## config.mk

```make
export PLATFORM = sky130hd
export DESIGN_NAME = fetch_pipe_ctrl
export DESIGN_NICKNAME = d
export VERILOG_FILES = /design/src/rtl/fetch_pipe_ctrl_pkg.sv /design/src/rtl/fetch_pipe_ctrl_sat_counter.sv /design/src/rtl/fetch_pipe_ctrl.sv
export SDC_FILE = /design/constraint.sdc
export NUM_CORES = 1
export LEC_CHECK = 0
export ABC_AREA = 1
export BUFFER_PORTS_ARGS = -buffer_cell sky130_fd_sc_hd__buf_2
export CORE_MARGIN = 8
export CORE_UTILIZATION = 50
export CTS_CLUSTER_SIZE = 25
export DETAILED_ROUTE_END_ITERATION = 6
export PLACE_DENSITY = 0.71
export SLEW_MARGIN = 20
export SYNTH_ARGS = -nofsm -noshare
export SYNTH_HDL_FRONTEND = slang
export SYNTH_SLANG_ARGS = --single-unit
```

## constraint.sdc

```tcl
create_clock -name CLK -period 2.9 [get_ports CLK]
set_input_delay 0.29 -clock CLK [delete_from_list [all_inputs] [get_ports CLK]]
set_output_delay 0.29 -clock CLK [all_outputs]
set_load 0.01 [all_outputs]
```

## src/rtl/fetch_pipe_ctrl_pkg.sv

```systemverilog
// Shared definitions for the front-end pipeline controller: state encoding,
// the control-output bundle, the default counter width and a sizing helper.

`ifndef FPC_DEFAULT_CNT_W
`define FPC_DEFAULT_CNT_W 32
`endif

package fetch_pipe_ctrl_pkg;

  // Default width of the performance counters.
  localparam int DEFAULT_CNT_W = `FPC_DEFAULT_CNT_W;

  // Width of the flush-window down-counter; covers windows of up to 15 cycles.
  localparam int FLUSH_CNT_W = 4;

  typedef enum logic [1:0] {
    ST_RUN   = 2'd0,
    ST_MISS  = 2'd1,
    ST_FLUSH = 2'd2
  } state_t;

  // Pipeline-register controls produced every cycle.
  typedef struct packed {
    logic stall_if;
    logic stall_id;
    logic flush_ifid;
    logic flush_idex;
    logic iabort;
  } ctrl_t;

  // Bits needed to hold values 0..max_val (at least one bit).
  function automatic int width_for(input int max_val);
    int w;
    w = $clog2(max_val + 1);
    return (w < 1) ? 1 : w;
  endfunction

endpackage

```

## src/rtl/fetch_pipe_ctrl_sat_counter.sv

```systemverilog
// Saturating up-counter with synchronous clear. Holds at all-ones instead of
// wrapping so long-running performance counts never read back as small values.

module sat_counter #(
  parameter int W = 32
) (
  input  logic         clk,
  input  logic         rst_n,
  input  logic         i_inc,
  input  logic         i_clear,
  output logic [W-1:0] o_count
);

  logic [W-1:0] r_count;

  // Count up on i_inc, stop at all-ones; clear has priority over increment.
  always_ff @(posedge clk or negedge rst_n) begin
    // NOTE: registers are written with <= so every flop samples pre-edge values;
    // blocking assignments here would create order-dependent simulation races.
    if (!rst_n) begin
      r_count <= '0;
    end else if (i_clear) begin
      r_count <= '0;
    end else if (i_inc && (r_count != {W{1'b1}})) begin
      r_count <= r_count + W'(1);
    end
  end

  assign o_count = r_count;

endmodule

```

## src/rtl/fetch_pipe_ctrl.sv

```systemverilog
// Front-end pipeline controller. Decodes I-cache miss, load-use and branch
// mispredict into stall/flush controls for the IF/ID and ID/EX registers,
// sequences the miss wait (with timeout) and the post-redirect flush window,
// and keeps saturating stall/flush performance counters.
// Control outputs are a combinational decode of state and inputs so the
// pipeline registers react in the same cycle; they are forced low in reset.

module fetch_pipe_ctrl
  import fetch_pipe_ctrl_pkg::*;
#(
  parameter int FLUSH_CYCLES = 2,
  parameter int MISS_TIMEOUT = 255,
  parameter int CNT_W        = DEFAULT_CNT_W
) (
  input  logic             CLK,
  input  logic             RESET,
  input  logic             IMISS,
  input  logic             IREADY,
  input  logic             LOAD_USE,
  input  logic             MISPREDICT,
  output logic             STALL_IF,
  output logic             STALL_ID,
  output logic             FLUSH_IFID,
  output logic             FLUSH_IDEX,
  output logic             IABORT,
  output logic             ERR_TIMEOUT,
  output logic [CNT_W-1:0] STALL_CNT,
  output logic [CNT_W-1:0] FLUSH_CNT
);

  localparam int TMO_W = width_for(MISS_TIMEOUT);

  // Flush counter reload: the accepting cycle is the first of the window.
  localparam logic [FLUSH_CNT_W-1:0] FC_RELOAD = FLUSH_CNT_W'(FLUSH_CYCLES - 1);
  localparam logic [TMO_W-1:0]       TMO_LAST  = TMO_W'(MISS_TIMEOUT - 1);
  localparam logic [TMO_W-1:0]       TMO_MAX   = TMO_W'(MISS_TIMEOUT);

  state_t                   r_state;
  logic [FLUSH_CNT_W-1:0]   r_flush_cnt;
  logic [TMO_W-1:0]         r_tmo_cnt;
  logic                     r_err;

  state_t                   w_state_next;
  logic [FLUSH_CNT_W-1:0]   w_fcnt_next;
  ctrl_t                    w_ctrl;
  logic                     w_flush_evt;

  // Next-state and Mealy control decode; mispredict outranks load-use outranks miss.
  always_comb begin
    // NOTE: every output of this block gets a default first, so no path can
    // leave a signal unassigned and infer a latch.
    w_ctrl       = '0;
    w_state_next = r_state;
    w_fcnt_next  = r_flush_cnt;
    w_flush_evt  = 1'b0;

    case (r_state)
      ST_RUN: begin
        if (MISPREDICT) begin
          w_ctrl.flush_ifid = 1'b1;
          w_ctrl.flush_idex = 1'b1;
          w_flush_evt       = 1'b1;
          w_fcnt_next       = FC_RELOAD;
          w_state_next      = (FLUSH_CYCLES > 1) ? ST_FLUSH : ST_RUN;
        end else if (LOAD_USE) begin
          // Hold IF/ID one cycle and feed a bubble into ID/EX.
          w_ctrl.stall_if   = 1'b1;
          w_ctrl.flush_idex = 1'b1;
        end else if (IMISS) begin
          w_ctrl.stall_if   = 1'b1;
          w_ctrl.stall_id   = 1'b1;
          w_state_next      = ST_MISS;
        end
      end

      ST_MISS: begin
        if (MISPREDICT) begin
          // Redirect beats the refill: cancel it and drop the stalls so flush wins.
          w_ctrl.iabort     = 1'b1;
          w_ctrl.flush_ifid = 1'b1;
          w_ctrl.flush_idex = 1'b1;
          w_flush_evt       = 1'b1;
          w_fcnt_next       = FC_RELOAD;
          w_state_next      = (FLUSH_CYCLES > 1) ? ST_FLUSH : ST_RUN;
        end else begin
          // Load-use needs no handling here: the full stall already covers it.
          w_ctrl.stall_if = 1'b1;
          w_ctrl.stall_id = 1'b1;
          if (IREADY) begin
            w_state_next = ST_RUN;
          end
        end
      end

      ST_FLUSH: begin
        w_ctrl.flush_ifid = 1'b1;
        w_ctrl.flush_idex = 1'b1;
        if (MISPREDICT) begin
          w_flush_evt = 1'b1;
          w_fcnt_next = FC_RELOAD;
        end else if (r_flush_cnt <= FLUSH_CNT_W'(1)) begin
          w_state_next = ST_RUN;
        end else begin
          w_fcnt_next = r_flush_cnt - FLUSH_CNT_W'(1);
        end
      end

      default: begin
        w_state_next = ST_RUN;
      end
    endcase
  end

  // State and flush-window counter registers.
  always_ff @(posedge CLK or negedge RESET) begin
    if (!RESET) begin
      r_state     <= ST_RUN;
      r_flush_cnt <= '0;
    end else begin
      r_state     <= w_state_next;
      r_flush_cnt <= w_fcnt_next;
    end
  end

  // Miss-wait timer: idle at zero outside the wait, counts up inside it and
  // parks at MISS_TIMEOUT so a very long refill cannot wrap it.
  always_ff @(posedge CLK or negedge RESET) begin
    if (!RESET) begin
      r_tmo_cnt <= '0;
    end else if (r_state != ST_MISS) begin
      r_tmo_cnt <= '0;
    end else if (r_tmo_cnt != TMO_MAX) begin
      r_tmo_cnt <= r_tmo_cnt + TMO_W'(1);
    end
  end

  // Sticky timeout flag, raised as the wait completes its MISS_TIMEOUT-th cycle.
  always_ff @(posedge CLK or negedge RESET) begin
    if (!RESET) begin
      r_err <= 1'b0;
    end else if ((r_state == ST_MISS) && (r_tmo_cnt == TMO_LAST)) begin
      r_err <= 1'b1;
    end
  end

  // Controls are held low for as long as reset is asserted.
  assign STALL_IF    = RESET & w_ctrl.stall_if;
  assign STALL_ID    = RESET & w_ctrl.stall_id;
  assign FLUSH_IFID  = RESET & w_ctrl.flush_ifid;
  assign FLUSH_IDEX  = RESET & w_ctrl.flush_idex;
  assign IABORT      = RESET & w_ctrl.iabort;
  assign ERR_TIMEOUT = r_err;

  sat_counter #(
    .W (CNT_W)
  ) u_stall_cnt (
    .clk     (CLK),
    .rst_n   (RESET),
    .i_inc   (STALL_IF),
    .i_clear (1'b0),
    .o_count (STALL_CNT)
  );

  sat_counter #(
    .W (CNT_W)
  ) u_flush_cnt (
    .clk     (CLK),
    .rst_n   (RESET),
    .i_inc   (RESET & w_flush_evt),
    .i_clear (1'b0),
    .o_count (FLUSH_CNT)
  );

endmodule

```

==> summary.md <==
| Metric | Value |
|---|---|
| Critical Path AT | 2.52 ns |
| Pre-antenna DRT Iters | 5 |
| Top post-synthesis cells by count | nand2_1, nor2_1, dfrtp_1, inv_1, nand3_1 |
| Number of synthesized flops with an enable pin | 0 |
| First-pass GRT wire length | about 22000 um |
| Tmin final | 2.236 ns |
| Worst path required time | 3.19 ns |
| Final HPWL DP | 9836 um |
| Global placement routability congestion | roughly 0.92 |
| Die Y | between 100 and 150 um |
| Max-slew violation count | 0 |
| Synthesis-to-layout area growth | 13.69% |
| TritonCTS Buffers | 9 |
| Number of antenna violations at the first check in global routing | 0 |
| Sink Count | 79 |
| Setup TNS | 0 ns |
| Ys Warns | 0 |
| Worst Setup Path Type | input port to flop |
| Share of layout cells above drive strength 1 | 12.53% |
| Die area | approximately 14000 um2 |
| WL final | between 10000 and 15000 um |
| H-tree levels | 3 |
| Post-DR vias/cell | 5.086 |
| Worst-Margin Slew | 0.9401 ns |
| Async set or reset register ratio after synthesis | 100.0% |
| Top-level port count | 76 |
| I/O Buffers | between 70 and 80 |
| Vias in the first global route | roughly 4900 |
| Max-cap violations | 0 |
| Slew Limit Headroom | 37.33% |
| GR Util All Layers | around a fifth |
| Post-synthesis sequential area ratio | 38.70% |
| Pre-CTS setup slack | 0.7679 ns |
| Wire per inst | roughly 13 um |
| Hold_ws | 0.1531 ns |
| Setup-failing EPs final | 0 |
| Dominant synthesized flop cell | dfrtp_1 |
| RSZ-0062 raised after global routing | false |
| Overflow after GRT | 0 |
| Die X | 117.1 um |
| Drt drc | 0 |
| Core area | ~10000 um2 |
| CTS tree | built |
| Fmax | 447.3 MHz |
| Clk_skew | 0.01021 ns |
| Maximum VDD drop | a little over 0.3 mV |
| Largest net degree at the start of global routing | 74 |
| Vias after detailed routing | 5076 |
| Initial core utilization | 50.39% |
| Cell count after synthesis | slightly below 800 |
| Period utilization | 77.09% |
| Clk Latency, worst-skew pair | 0.35 ns |
| Post-route ant nets | 0 |
| Synth area leader | dfrtp_1 |
| Post-synth top area share | 38.70% |
| # hold bufs at CTS | 1 |
| Antenna cells | 0 |
| Worst Path Max Fanout | 32 |
| Nets | 869 |
| Cell area power density | between 400 and 500 nW/um2 |
| Leak | ~3.0 nW |
| Post-CTS setup buffers | 0 |
| Post-CTS sizing | 0 |
| Endpoints failing hold | 0 |
| Synth Register Bits | 79 |
| Worst setup margin | between 0.6 and 0.7 ns |
| Rows | 37 |
| Clock-pin slew on the worst setup and hold paths | 0.07 ns |
| Crit end category | flop |
| CTS Root Cell | clkbuf_8 |
| Startpoint Class | input port |
| Top-count cell post-synth | nand2_1 |
| Post-synth cell types | 27 |
| Synthesized net count | about 790 |
| Synthesized area per cell | 6.558 um2 |
| Worst hold path class | input port to flop |
| Initial DRC count | between 200 and 300 |
| Status | completed |
| CTS max path bufs | 2 |
| Top cells by area, synth | dfrtp_1, nand2_1, nor2_1 |
| Synthesized cell area | ~5100 um2 |
critical path, stage by stage:
cell           delay, ns
dlygate4sd3_1       0.56
buf_4               0.18
inv_1               0.09
nor2_1              0.43
nand2_4             0.32
inv_2               0.45
nand2_1             0.11
nand2_1             0.08
state kept, by name, summed over array words and instances, names as in the netlist:
| signal | flops |
|---|---|
| u_flush_cnt.o_count | 32 |
| r_flush_cnt | 4 |
| u_stall_cnt.o_count | 32 |
| ERR_TIMEOUT | 1 |
| r_state | 2 |
| r_tmo_cnt | 8 |
cells in the final DEF, fill, tap and decap left out, types with 10 or more instances in the layout:
master	count
dfrtp_1	79
nand4_1	10
buf_2	74
nand3_1	43
xnor2_1	14
xor2_1	16
clkbuf_8	11
nand2_1	368
nor2_1	112
inv_1	69
o21ai_0	18
final cells by class:
class	instances	area [um2]
Clock buffer	13	158.9
Clock inverter	3	65.06
Fill cell	945	4330
Inverter	71	269.0
Multi-Input combinational cell	619	2773
Sequential cell	79	1977
Tap cell	136	170.2
Timing Repair Buffer	77	395.4
power breakdown:
group          switching [W]  internal, W  leakage, nW
sequential          0.000108      0.00118         1.09
clock               0.000395     0.000532        0.114
combinational       0.000311     0.000173         1.80
per-stage QoR:
step	total power, W	cell area (um2)	utilization [%]	std cells
floorplan	0.001645	5109	-	779
CTS	0.002734	5808	57.29	998
global placement	0.001779	5574	54.98	981
global route	0.002865	5808	57.29	998
detailed placement	0.001804	5574	54.98	981
finish	0.002704	5808	57.29	998
final timing paths:
| kind | to | startpoint | cells after the start | slack (ns) |
|---|---|---|---|---|
| worst min register to register | ERR_TIMEOUT | ERR_TIMEOUT | 1 | 0.48 |
| worst max register to register | u_flush_cnt.o_count[21] | u_flush_cnt.o_count[0] | 10 | 0.76 |
| worst min-delay path | r_state[0] | IREADY | 2 | 0.15 |
| min in group asynchronous | r_tmo_cnt[1] | RESET | 2 | 0.35 |
| max in group asynchronous | u_stall_cnt.o_count[5] | RESET | 3 | 1.42 |
| worst max-delay path | u_flush_cnt.o_count[10] | RESET | 8 | 0.66 |
cells by family (layout without fill, tap and decap cells):
group / Yosys count / after routing / synth area share, %
AO/OA/AOI/OAI: 25 / 25 / 2.670
XOR/XNOR: 30 / 30 / 5.143
adder cells (fa/ha/maj): 6 / 6 / 1.469
buffers and inverters: 81 / 164 / 7.029
flip-flops: 79 / 79 / 38.70
AND/OR/NAND/NOR: 558 / 558 / 44.99
routing by layer:
metal / up-vias / routed length [um] / global-route usage (%)
met5: - / 0 / 0
met4: 0 / 315 / 8.874
met2: 163 / 6429 / 34.97
met3: 24 / 857 / 4.105
met1: 2343 / 5588 / 24.56
li1: 2546 / - / -
Note: power is estimated with default switching activity, not from simulation.
